`src/rtl/dbus_if.sv`:
```
// Request/grant bus between one master and the data-RAM arbiter.
// The master drives the request side; the arbiter returns grant and read data.
interface dbus_if #(
    parameter int AWIDTH = 16,
    parameter int DWIDTH = 16
);
    logic              req;
    logic              we;
    logic              lock;
    logic [AWIDTH-1:0] addr;
    logic [DWIDTH-1:0] wdata;
    logic              gnt;
    logic              rvalid;
    logic [DWIDTH-1:0] rdata;

    modport master (
        output req, we, lock, addr, wdata,
        input  gnt, rvalid, rdata
    );

    modport slave (
        input  req, we, lock, addr, wdata,
        output gnt, rvalid, rdata
    );
endinterface

```
`src/rtl/dbus_arbiter.sv`:
```
// Two-master arbiter for a single-port data RAM: round-robin or fixed
// priority, bus lock for read-modify-write, in-order read-data return.
module dbus_arbiter #(
    parameter int AWIDTH      = 16,
    parameter int DWIDTH      = 16,
    parameter int MEM_LATENCY = 1,
    parameter int FIXED_PRIO  = 0
) (
    input  logic              clk,
    input  logic              rst,
    dbus_if.slave             m0,
    dbus_if.slave             m1,
    output logic              mem_en,
    output logic              mem_we,
    output logic [AWIDTH-1:0] mem_addr,
    output logic [DWIDTH-1:0] mem_wdata,
    input  logic [DWIDTH-1:0] mem_rdata
);

    localparam logic [1:0] IDLE = 2'd0;
    localparam logic [1:0] OWN0 = 2'd1;
    localparam logic [1:0] OWN1 = 2'd2;

    logic [1:0] state_q;
    logic [1:0] state_d;
    logic       rr_last_q;
    logic       rr_last_d;

    logic gnt0;
    logic gnt1;
    logic pick1;

    logic [MEM_LATENCY-1:0] vld_q;
    logic [MEM_LATENCY-1:0] vld_d;
    logic [MEM_LATENCY-1:0] own_q;
    logic [MEM_LATENCY-1:0] own_d;

    logic tail_vld;
    logic tail_own;

    // Conflict winner is the port opposite the last grant unless fixed priority.
    always_comb begin
        gnt0  = 1'b0;
        gnt1  = 1'b0;
        pick1 = (FIXED_PRIO == 0) && !rr_last_q;
        case (state_q)
            OWN0: gnt0 = m0.req;
            OWN1: gnt1 = m1.req;
            default: begin
                if (m0.req && m1.req) begin
                    gnt1 = pick1;
                    gnt0 = !pick1;
                end else begin
                    gnt0 = m0.req;
                    gnt1 = m1.req;
                end
            end
        endcase
        if (rst) begin
            gnt0 = 1'b0;
            gnt1 = 1'b0;
        end
    end

    always_comb begin
        state_d   = state_q;
        rr_last_d = rr_last_q;
        if (gnt0) rr_last_d = 1'b0;
        if (gnt1) rr_last_d = 1'b1;
        case (state_q)
            OWN0: begin
                if (!m0.req || !m0.lock) state_d = IDLE;
            end
            OWN1: begin
                if (!m1.req || !m1.lock) state_d = IDLE;
            end
            default: begin
                state_d = IDLE;
                if (gnt0 && m0.lock) state_d = OWN0;
                if (gnt1 && m1.lock) state_d = OWN1;
            end
        endcase
    end

    always_ff @(posedge clk or posedge rst) begin
        if (rst) begin
            state_q   <= IDLE;
            rr_last_q <= 1'b1;
        end else begin
            state_q   <= state_d;
            rr_last_q <= rr_last_d;
        end
    end

    always_comb begin
        mem_en    = gnt0 | gnt1;
        mem_we    = 1'b0;
        mem_addr  = '0;
        mem_wdata = '0;
        unique case (1'b1)
            gnt0: begin
                mem_we    = m0.we;
                mem_addr  = m0.addr;
                mem_wdata = m0.wdata;
            end
            gnt1: begin
                mem_we    = m1.we;
                mem_addr  = m1.addr;
                mem_wdata = m1.wdata;
            end
            default: ;
        endcase
    end

    // One slot per cycle of RAM latency; the tail lines up with mem_rdata.
    always_comb begin
        vld_d    = '0;
        own_d    = '0;
        vld_d[0] = mem_en & ~mem_we;
        own_d[0] = gnt1;
        for (int i = 1; i < MEM_LATENCY; i++) begin
            vld_d[i] = vld_q[i-1];
            own_d[i] = own_q[i-1];
        end
    end

    always_ff @(posedge clk or posedge rst) begin
        if (rst) begin
            vld_q <= '0;
            own_q <= '0;
        end else begin
            vld_q <= vld_d;
            own_q <= own_d;
        end
    end

    assign tail_vld = vld_q[MEM_LATENCY-1];
    assign tail_own = own_q[MEM_LATENCY-1];

    assign m0.gnt    = gnt0;
    assign m1.gnt    = gnt1;
    assign m0.rvalid = tail_vld & ~tail_own;
    assign m1.rvalid = tail_vld & tail_own;
    assign m0.rdata  = m0.rvalid ? mem_rdata : '0;
    assign m1.rdata  = m1.rvalid ? mem_rdata : '0;

endmodule

```
`src/flat_wrapper.sv`:
```
// flat-port wrapper written by rule: the top's interface ports become plain ports
module dbus_arbiter_flat 
#(
    parameter int AWIDTH      = 16,
    parameter int DWIDTH      = 16,
    parameter int MEM_LATENCY = 1,
    parameter int FIXED_PRIO  = 0
)
  (clk, rst, mem_en, mem_we, mem_addr, mem_wdata, mem_rdata, m0_req, m0_we, m0_lock, m0_addr, m0_wdata, m0_gnt, m0_rvalid, m0_rdata, m1_req, m1_we, m1_lock, m1_addr, m1_wdata, m1_gnt, m1_rvalid, m1_rdata);
  dbus_if #(.AWIDTH(AWIDTH), .DWIDTH(DWIDTH)) m0_i ();
  dbus_if #(.AWIDTH(AWIDTH), .DWIDTH(DWIDTH)) m1_i ();
  input  logic clk;
  input  logic rst;
  output logic mem_en;
  output logic mem_we;
  output logic [AWIDTH-1:0] mem_addr;
  output logic [DWIDTH-1:0] mem_wdata;
  input  logic [DWIDTH-1:0] mem_rdata;
  input wire logic [$bits(m0_i.req)-1:0] m0_req;
  input wire logic [$bits(m0_i.we)-1:0] m0_we;
  input wire logic [$bits(m0_i.lock)-1:0] m0_lock;
  input wire logic [$bits(m0_i.addr)-1:0] m0_addr;
  input wire logic [$bits(m0_i.wdata)-1:0] m0_wdata;
  output wire logic [$bits(m0_i.gnt)-1:0] m0_gnt;
  output wire logic [$bits(m0_i.rvalid)-1:0] m0_rvalid;
  output wire logic [$bits(m0_i.rdata)-1:0] m0_rdata;
  input wire logic [$bits(m1_i.req)-1:0] m1_req;
  input wire logic [$bits(m1_i.we)-1:0] m1_we;
  input wire logic [$bits(m1_i.lock)-1:0] m1_lock;
  input wire logic [$bits(m1_i.addr)-1:0] m1_addr;
  input wire logic [$bits(m1_i.wdata)-1:0] m1_wdata;
  output wire logic [$bits(m1_i.gnt)-1:0] m1_gnt;
  output wire logic [$bits(m1_i.rvalid)-1:0] m1_rvalid;
  output wire logic [$bits(m1_i.rdata)-1:0] m1_rdata;
  assign m0_i.req = m0_req;
  assign m0_i.we = m0_we;
  assign m0_i.lock = m0_lock;
  assign m0_i.addr = m0_addr;
  assign m0_i.wdata = m0_wdata;
  assign m0_gnt = m0_i.gnt;
  assign m0_rvalid = m0_i.rvalid;
  assign m0_rdata = m0_i.rdata;
  assign m1_i.req = m1_req;
  assign m1_i.we = m1_we;
  assign m1_i.lock = m1_lock;
  assign m1_i.addr = m1_addr;
  assign m1_i.wdata = m1_wdata;
  assign m1_gnt = m1_i.gnt;
  assign m1_rvalid = m1_i.rvalid;
  assign m1_rdata = m1_i.rdata;
  dbus_arbiter #(.AWIDTH(AWIDTH), .DWIDTH(DWIDTH), .MEM_LATENCY(MEM_LATENCY), .FIXED_PRIO(FIXED_PRIO)) u_core (.clk(clk), .rst(rst), .m0(m0_i), .m1(m1_i), .mem_en(mem_en), .mem_we(mem_we), .mem_addr(mem_addr), .mem_wdata(mem_wdata), .mem_rdata(mem_rdata));
endmodule
```
`config.mk`:
```
export PLATFORM = sky130hd
export DESIGN_NAME = dbus_arbiter_flat
export DESIGN_NICKNAME = d
export VERILOG_FILES = /design/src/rtl/dbus_if.sv /design/src/rtl/dbus_arbiter.sv /design/src/flat_wrapper.sv
export SDC_FILE = /design/constraint.sdc
export NUM_CORES = 1
export LEC_CHECK = 0
export CAP_MARGIN = 40
export CORE_ASPECT_RATIO = 0.6
export CORE_MARGIN = 3
export CORE_UTILIZATION = 22
export DETAILED_ROUTE_END_ITERATION = 10
export PLACE_DENSITY = 0.86
export SYNTH_ARGS = -nofsm -noshare
export SYNTH_HDL_FRONTEND = slang
export SYNTH_SLANG_ARGS = --single-unit
```
`constraint.sdc`:
```
create_clock -name clk -period 2.3 [get_ports clk]
set_clock_uncertainty 0.15 [all_clocks]
set_input_delay 0.46 -clock clk [delete_from_list [all_inputs] [get_ports clk]]
set_output_delay 0.46 -clock clk [all_outputs]
set_load 0.1 [all_outputs]
```
==> results of run 1 <==
through the flow:
step | utilization | instance area [µm²] | std cells
3_3_place_gp | 0.8856 | 3428 | 325
2_1_floorplan | - | 1080 | 109
3_5_place_dp | 0.8856 | 3428 | 325
synthesized netlist by cell type (all sizes together):
master   count  area share
a22o        32        0.30
and2        17        0.11
and3        17        0.11
buf          9        0.10
dfrtp        4        0.11
inv          4       0.016
nor2b        3       0.023
clkbuf       2      0.0080
ha           2       0.027
nand2        2      0.0080
nand2b       2       0.013
o211a        2       0.021
a2111o       1       0.012
a211oi       1       0.021
a31oi        1      0.0067
dfstp        1       0.028
mux2         1       0.012
mux2i        1       0.011
nand3        1       0.011
nand4        1      0.0067
nor2         1       0.012
nor3         1      0.0053
o2111ai      1      0.0094
o21ai        1      0.0053
or2          1      0.0067
cells by family after synthesis:
family | count (synthesis)
muxes | 2
AOI/OAI and AO/OA | 39
adders and majority gates | 2
DFF | 5
and+or+nand+nor | 46
buffers and inverters | 15
==> flow_metrics.env, run 1 <==
export IMPL_synth_simple_area_share=0.3133
export IMPL_syn_nets=199
export IMPL_dieWidth_um=90.15
export IMPL_synth_top_family_by_area="compound AO/OA/AOI/OAI gates"
export IMPL_synth_compound_area_share=0.3762
export IMPL_ys_ff_latch=5
export IMPL_cts_resized=35
export IMPL_numCtsBuffers=3
export IMPL_yosysSeqAreaShare=0.1352
export IMPL_post_place_ws_ps=-354.9
export IMPL_pin_count=158
export IMPL_start_util=0.2414
export IMPL_synth_warnings=0
export IMPL_status="stopped before the end"
export IMPL_hpwl_um=5362
export IMPL_io_buffers=157
export IMPL_synthAdderAreaFrac=0.02677
export IMPL_syn_area_per_cell_um2=8.575
export IMPL_synthesis_area_um2=934.6
export IMPL_synth_mux_area_frac=0.02276
export IMPL_num_rows=17
export IMPL_synth_xor_area_frac=0
export IMPL_synth_cell_types=27
export IMPL_gp_congestion=0.7935
export IMPL_hold_buffers=0
export IMPL_error_line="[ERROR DPL-0033] detailed placement checks failed during check placement."
export IMPL_haltStage="4_1_cts"
export IMPL_htreeDepth=1
export IMPL_die_h_um=56.49
export IMPL_clk_path_buf_depth=2
export IMPL_post_cts_buffers=5
export IMPL_cts_sinks=5
export IMPL_netlist_instances=109
export IMPL_cts_root_buf="clkbuf_8"
==> run 2: changes to the inputs <==
--- a/config.mk
+++ b/config.mk
@@ -6,11 +6,10 @@
 export NUM_CORES = 1
 export LEC_CHECK = 0
 export CAP_MARGIN = 40
-export CORE_ASPECT_RATIO = 0.6
 export CORE_MARGIN = 3
-export CORE_UTILIZATION = 22
+export CORE_UTILIZATION = 20
 export DETAILED_ROUTE_END_ITERATION = 10
-export PLACE_DENSITY = 0.86
+export PLACE_DENSITY_LB_ADDON = 0.15
 export SYNTH_ARGS = -nofsm -noshare
 export SYNTH_HDL_FRONTEND = slang
 export SYNTH_SLANG_ARGS = --single-unit
==> flow_metrics.env, run 2 <==
export IMPL_status="finished with violations"
export IMPL_violations="setup timing"
export IMPL_synth_top_area_share=0.2999
export IMPL_seq_power_share=0.055
export IMPL_synth_compound_area_share=0.3762
export IMPL_insertion_delay_ps=220
export IMPL_num_rows=24
export IMPL_syn_area_per_cell_um2=8.575
export IMPL_yosysTopAreaCell="a22o_1"
export IMPL_synth_cell_types=27
export IMPL_io_buffers=157
export IMPL_synthToLayoutAreaGrowth_pct=320.3
export IMPL_vias=1770
export IMPL_antenna_found_initial=0
export IMPL_synth_top_family_by_area="compound AO/OA/AOI/OAI gates"
export IMPL_cts_root_buf="clkbuf_8"
export IMPL_cellPowerDensity_nw_per_um2=529.8
export IMPL_synth_most_common_cell="a22o_1"
export IMPL_grt_pass1_vias=1864
export IMPL_drcViolationCount=0
export IMPL_antennaDiodeCount=0
export IMPL_fin_setup_tns_ps=-8728
export IMPL_hold_viol_final=0
export IMPL_max_slew_margin=0.7768
export IMPL_synth_top_flop_cell="dfrtp_1"
export IMPL_min_period_ps=2576
export IMPL_yosysSeqAreaShare=0.1352
export IMPL_dieWidth_um=74.36
export IMPL_syn_nets=199
export IMPL_synthesis_area_um2=934.6
export IMPL_irDropWorstVdd_mv=0.3375
export IMPL_power_mw=2.081
export IMPL_worst_slack_ps=-276.1
export IMPL_power_internal_uw=980.4
export IMPL_grt_overflow=0
export IMPL_ant_nets=0
export IMPL_rsz0062_at_grt="yes"
export IMPL_synthTopCellsByCount="a22o_1 (32), and2_1 (17), and3_1 (17)"
export IMPL_numCtsBuffers=3
export IMPL_pwr_share_clk=0.078
export IMPL_synthAdderAreaFrac=0.02677
export IMPL_fp_coreArea_um2=4444
export IMPL_finalNetCount=379
export IMPL_crit_required_ps=1690
export IMPL_drt_pass1_iterations=4
export IMPL_tritoncts="done"
export IMPL_clk_path_buf_depth=2
export IMPL_viasPerCell=5.206
export IMPL_die_h_um=74.36
export IMPL_synth_warnings=0
export IMPL_htreeDepth=1
export IMPL_p_sw_frac=0.5289
export IMPL_ys_ff_latch=5
export IMPL_synth_mux_area_frac=0.02276
export IMPL_maxSlewViolCount=0
export IMPL_setup_viol=36
export IMPL_drive_gt1_frac=0.5417
export IMPL_grt_pass1_wl_um=9639
export IMPL_end_kind="primary output"
export IMPL_worstPathCellList="inv_2 -> ha_4 -> buf_4 -> a211oi_4 -> buf_6 -> clkbuf_16 -> a22o_4 -> buf_12"
export IMPL_grt_max_degree=18
export IMPL_netlist_instances=109
export IMPL_drt_iter0_markers=70
export IMPL_drt_wirelength_per_cell_um=22.42
export IMPL_pin_count=158
export IMPL_cp_start_kind="flop"
export IMPL_synthArstFlopShare=1.000
export IMPL_synth_edff_count=0
export IMPL_nFillCells=188
export IMPL_largest_reg_flops=2
export IMPL_grt_use_total=0.2258
export IMPL_holdWs_ps=184.4
export IMPL_cts_sinks=5
export IMPL_synth_simple_area_share=0.3133
export IMPL_start_util=0.2103
export IMPL_post_route_period_util=1.120
export IMPL_pwr_share_comb=0.867
export IMPL_leakagePower_nw=1.766
export IMPL_mostFrequentLayoutCells="clkdlybuf4s50_1 (84), buf_12 (72), a22o_4 (28)"
export IMPL_cp_max_fo=8
export IMPL_tightest_slew_ps=333.2
export IMPL_layout_commonest_cell="clkdlybuf4s50_1"
export IMPL_die_area_um2=5529
export IMPL_cap_viol_max_count=0
export IMPL_fmax_ghz=0.3882
export IMPL_hp_class="in -> async"
export IMPL_hpwl_um=5005
export IMPL_switchingPower_mw=1.101
export IMPL_arrival_ps=1970
export IMPL_gp_congestion=0.7950
export IMPL_max_stage_delay_ps=390
export IMPL_drt_total_wl_um=7622
export IMPL_regMostFlops="u_core.state_q"
export IMPL_clkTransAtPathRegs_ps=40
export IMPL_timing_worst_setup_path_type="reg -> out"
export IMPL_synth_xor_area_frac=0
export IMPL_synth_top_cells_by_area="a22o_1 (30%), and2_1 (11%), and3_1 (11%), dfrtp_1 (11%), buf_6 (9.6%)"
export IMPL_crit_slowest_cell="dfrtp_1"
==> run 2: through the flow <==
| stage | utilization | area (µm²) | setup WS, ps | instances |
|---|---|---|---|---|
| 3_3_place_gp | 0.7751 | 3445 | -285.3 | 323 |
| 5_1_grt | 0.8840 | 3929 | -329.7 | 340 |
| 4_1_cts | 0.8423 | 3744 | -249.4 | 335 |
| 3_5_place_dp | 0.7751 | 3445 | -345.2 | 323 |
| 6_report | 0.8840 | 3929 | -276.1 | 340 |
| 2_1_floorplan | - | 1080 | -141.3 | 109 |
==> run 2: timing repair <==
item                       CTS  global route
setup endpoints to repair   36            36
gates resized for setup     33             9
hold buffers                 0             0
buffers inserted             5             0
cloned                       3             5
pin swaps                    6            15
==> run 2: cell type report <==
class | count | area, µm² | area share
Clock buffer | 4 | 45.04 | 0.01146
Multi-Input combinational cell | 89 | 1008 | 0.2567
Tap cell | 52 | 65.06 | 0.01656
Inverter | 4 | 15.01 | 0.003822
Sequential cell | 5 | 126.4 | 0.03217
Timing Repair Buffer | 186 | 2669 | 0.6793
==> run 2: power by group through the flow <==
stage	Clock, mW	Combinational (mW)	Sequential [mW]
5_1_grt	0.170	1.85	0.116
6_report	0.162	1.80	0.115
3_5_place_dp	0	1.64	0.110
3_3_place_gp	0	1.63	0.110
2_1_floorplan	0	0.970	0.112
4_1_cts	0.161	1.73	0.112
==> run 2: worst paths after layout <==
check / from / endpoint / slack (ps) / cells past startpoint
worst max-delay path: u_core.state_q[0] / mem_addr[7] / -280 / 8
worst min-delay path: rst / u_core.tail_vld / 180 / 2
worst min register to register: u_core.rr_last_q / u_core.rr_last_q / 400 / 2
worst max register to register: u_core.state_q[0] / u_core.tail_vld / 400 / 8
min in group clk: u_core.rr_last_q / u_core.rr_last_q / 400 / 2
max in group asynchronous: rst / u_core.rr_last_q / 1570 / 2
==> run 2: cell families (layout without fill, tap and decap cells) <==
family / Yosys count / count (layout)
adders and majority gates: 2 / 2
and+or+nand+nor: 46 / 46
muxes: 2 / 2
buffers and inverters: 15 / 194
AOI/OAI and AO/OA: 39 / 39
DFF: 5 / 5
==> run 2: worst max-delay path: cells and delay by family (launching register included) <==
kind,cells,cell delay [ps]
AO/OA/AOI/OAI,2,330
buffers and inverters,5,820
adder cells (fa/ha/maj),1,210
flip-flops,1,390
==> run 2: per-layer routing <==
metal  wire length, µm  GRT usage  vias to the layer above
met2              4019     0.4059                      127
met5                 0          0                        -
met4               208    0.07312                        0
met1              2525     0.2486                      844
met3               868    0.07568                       21
li1                  -          -                      778
(Power assumes the default switching activity.)
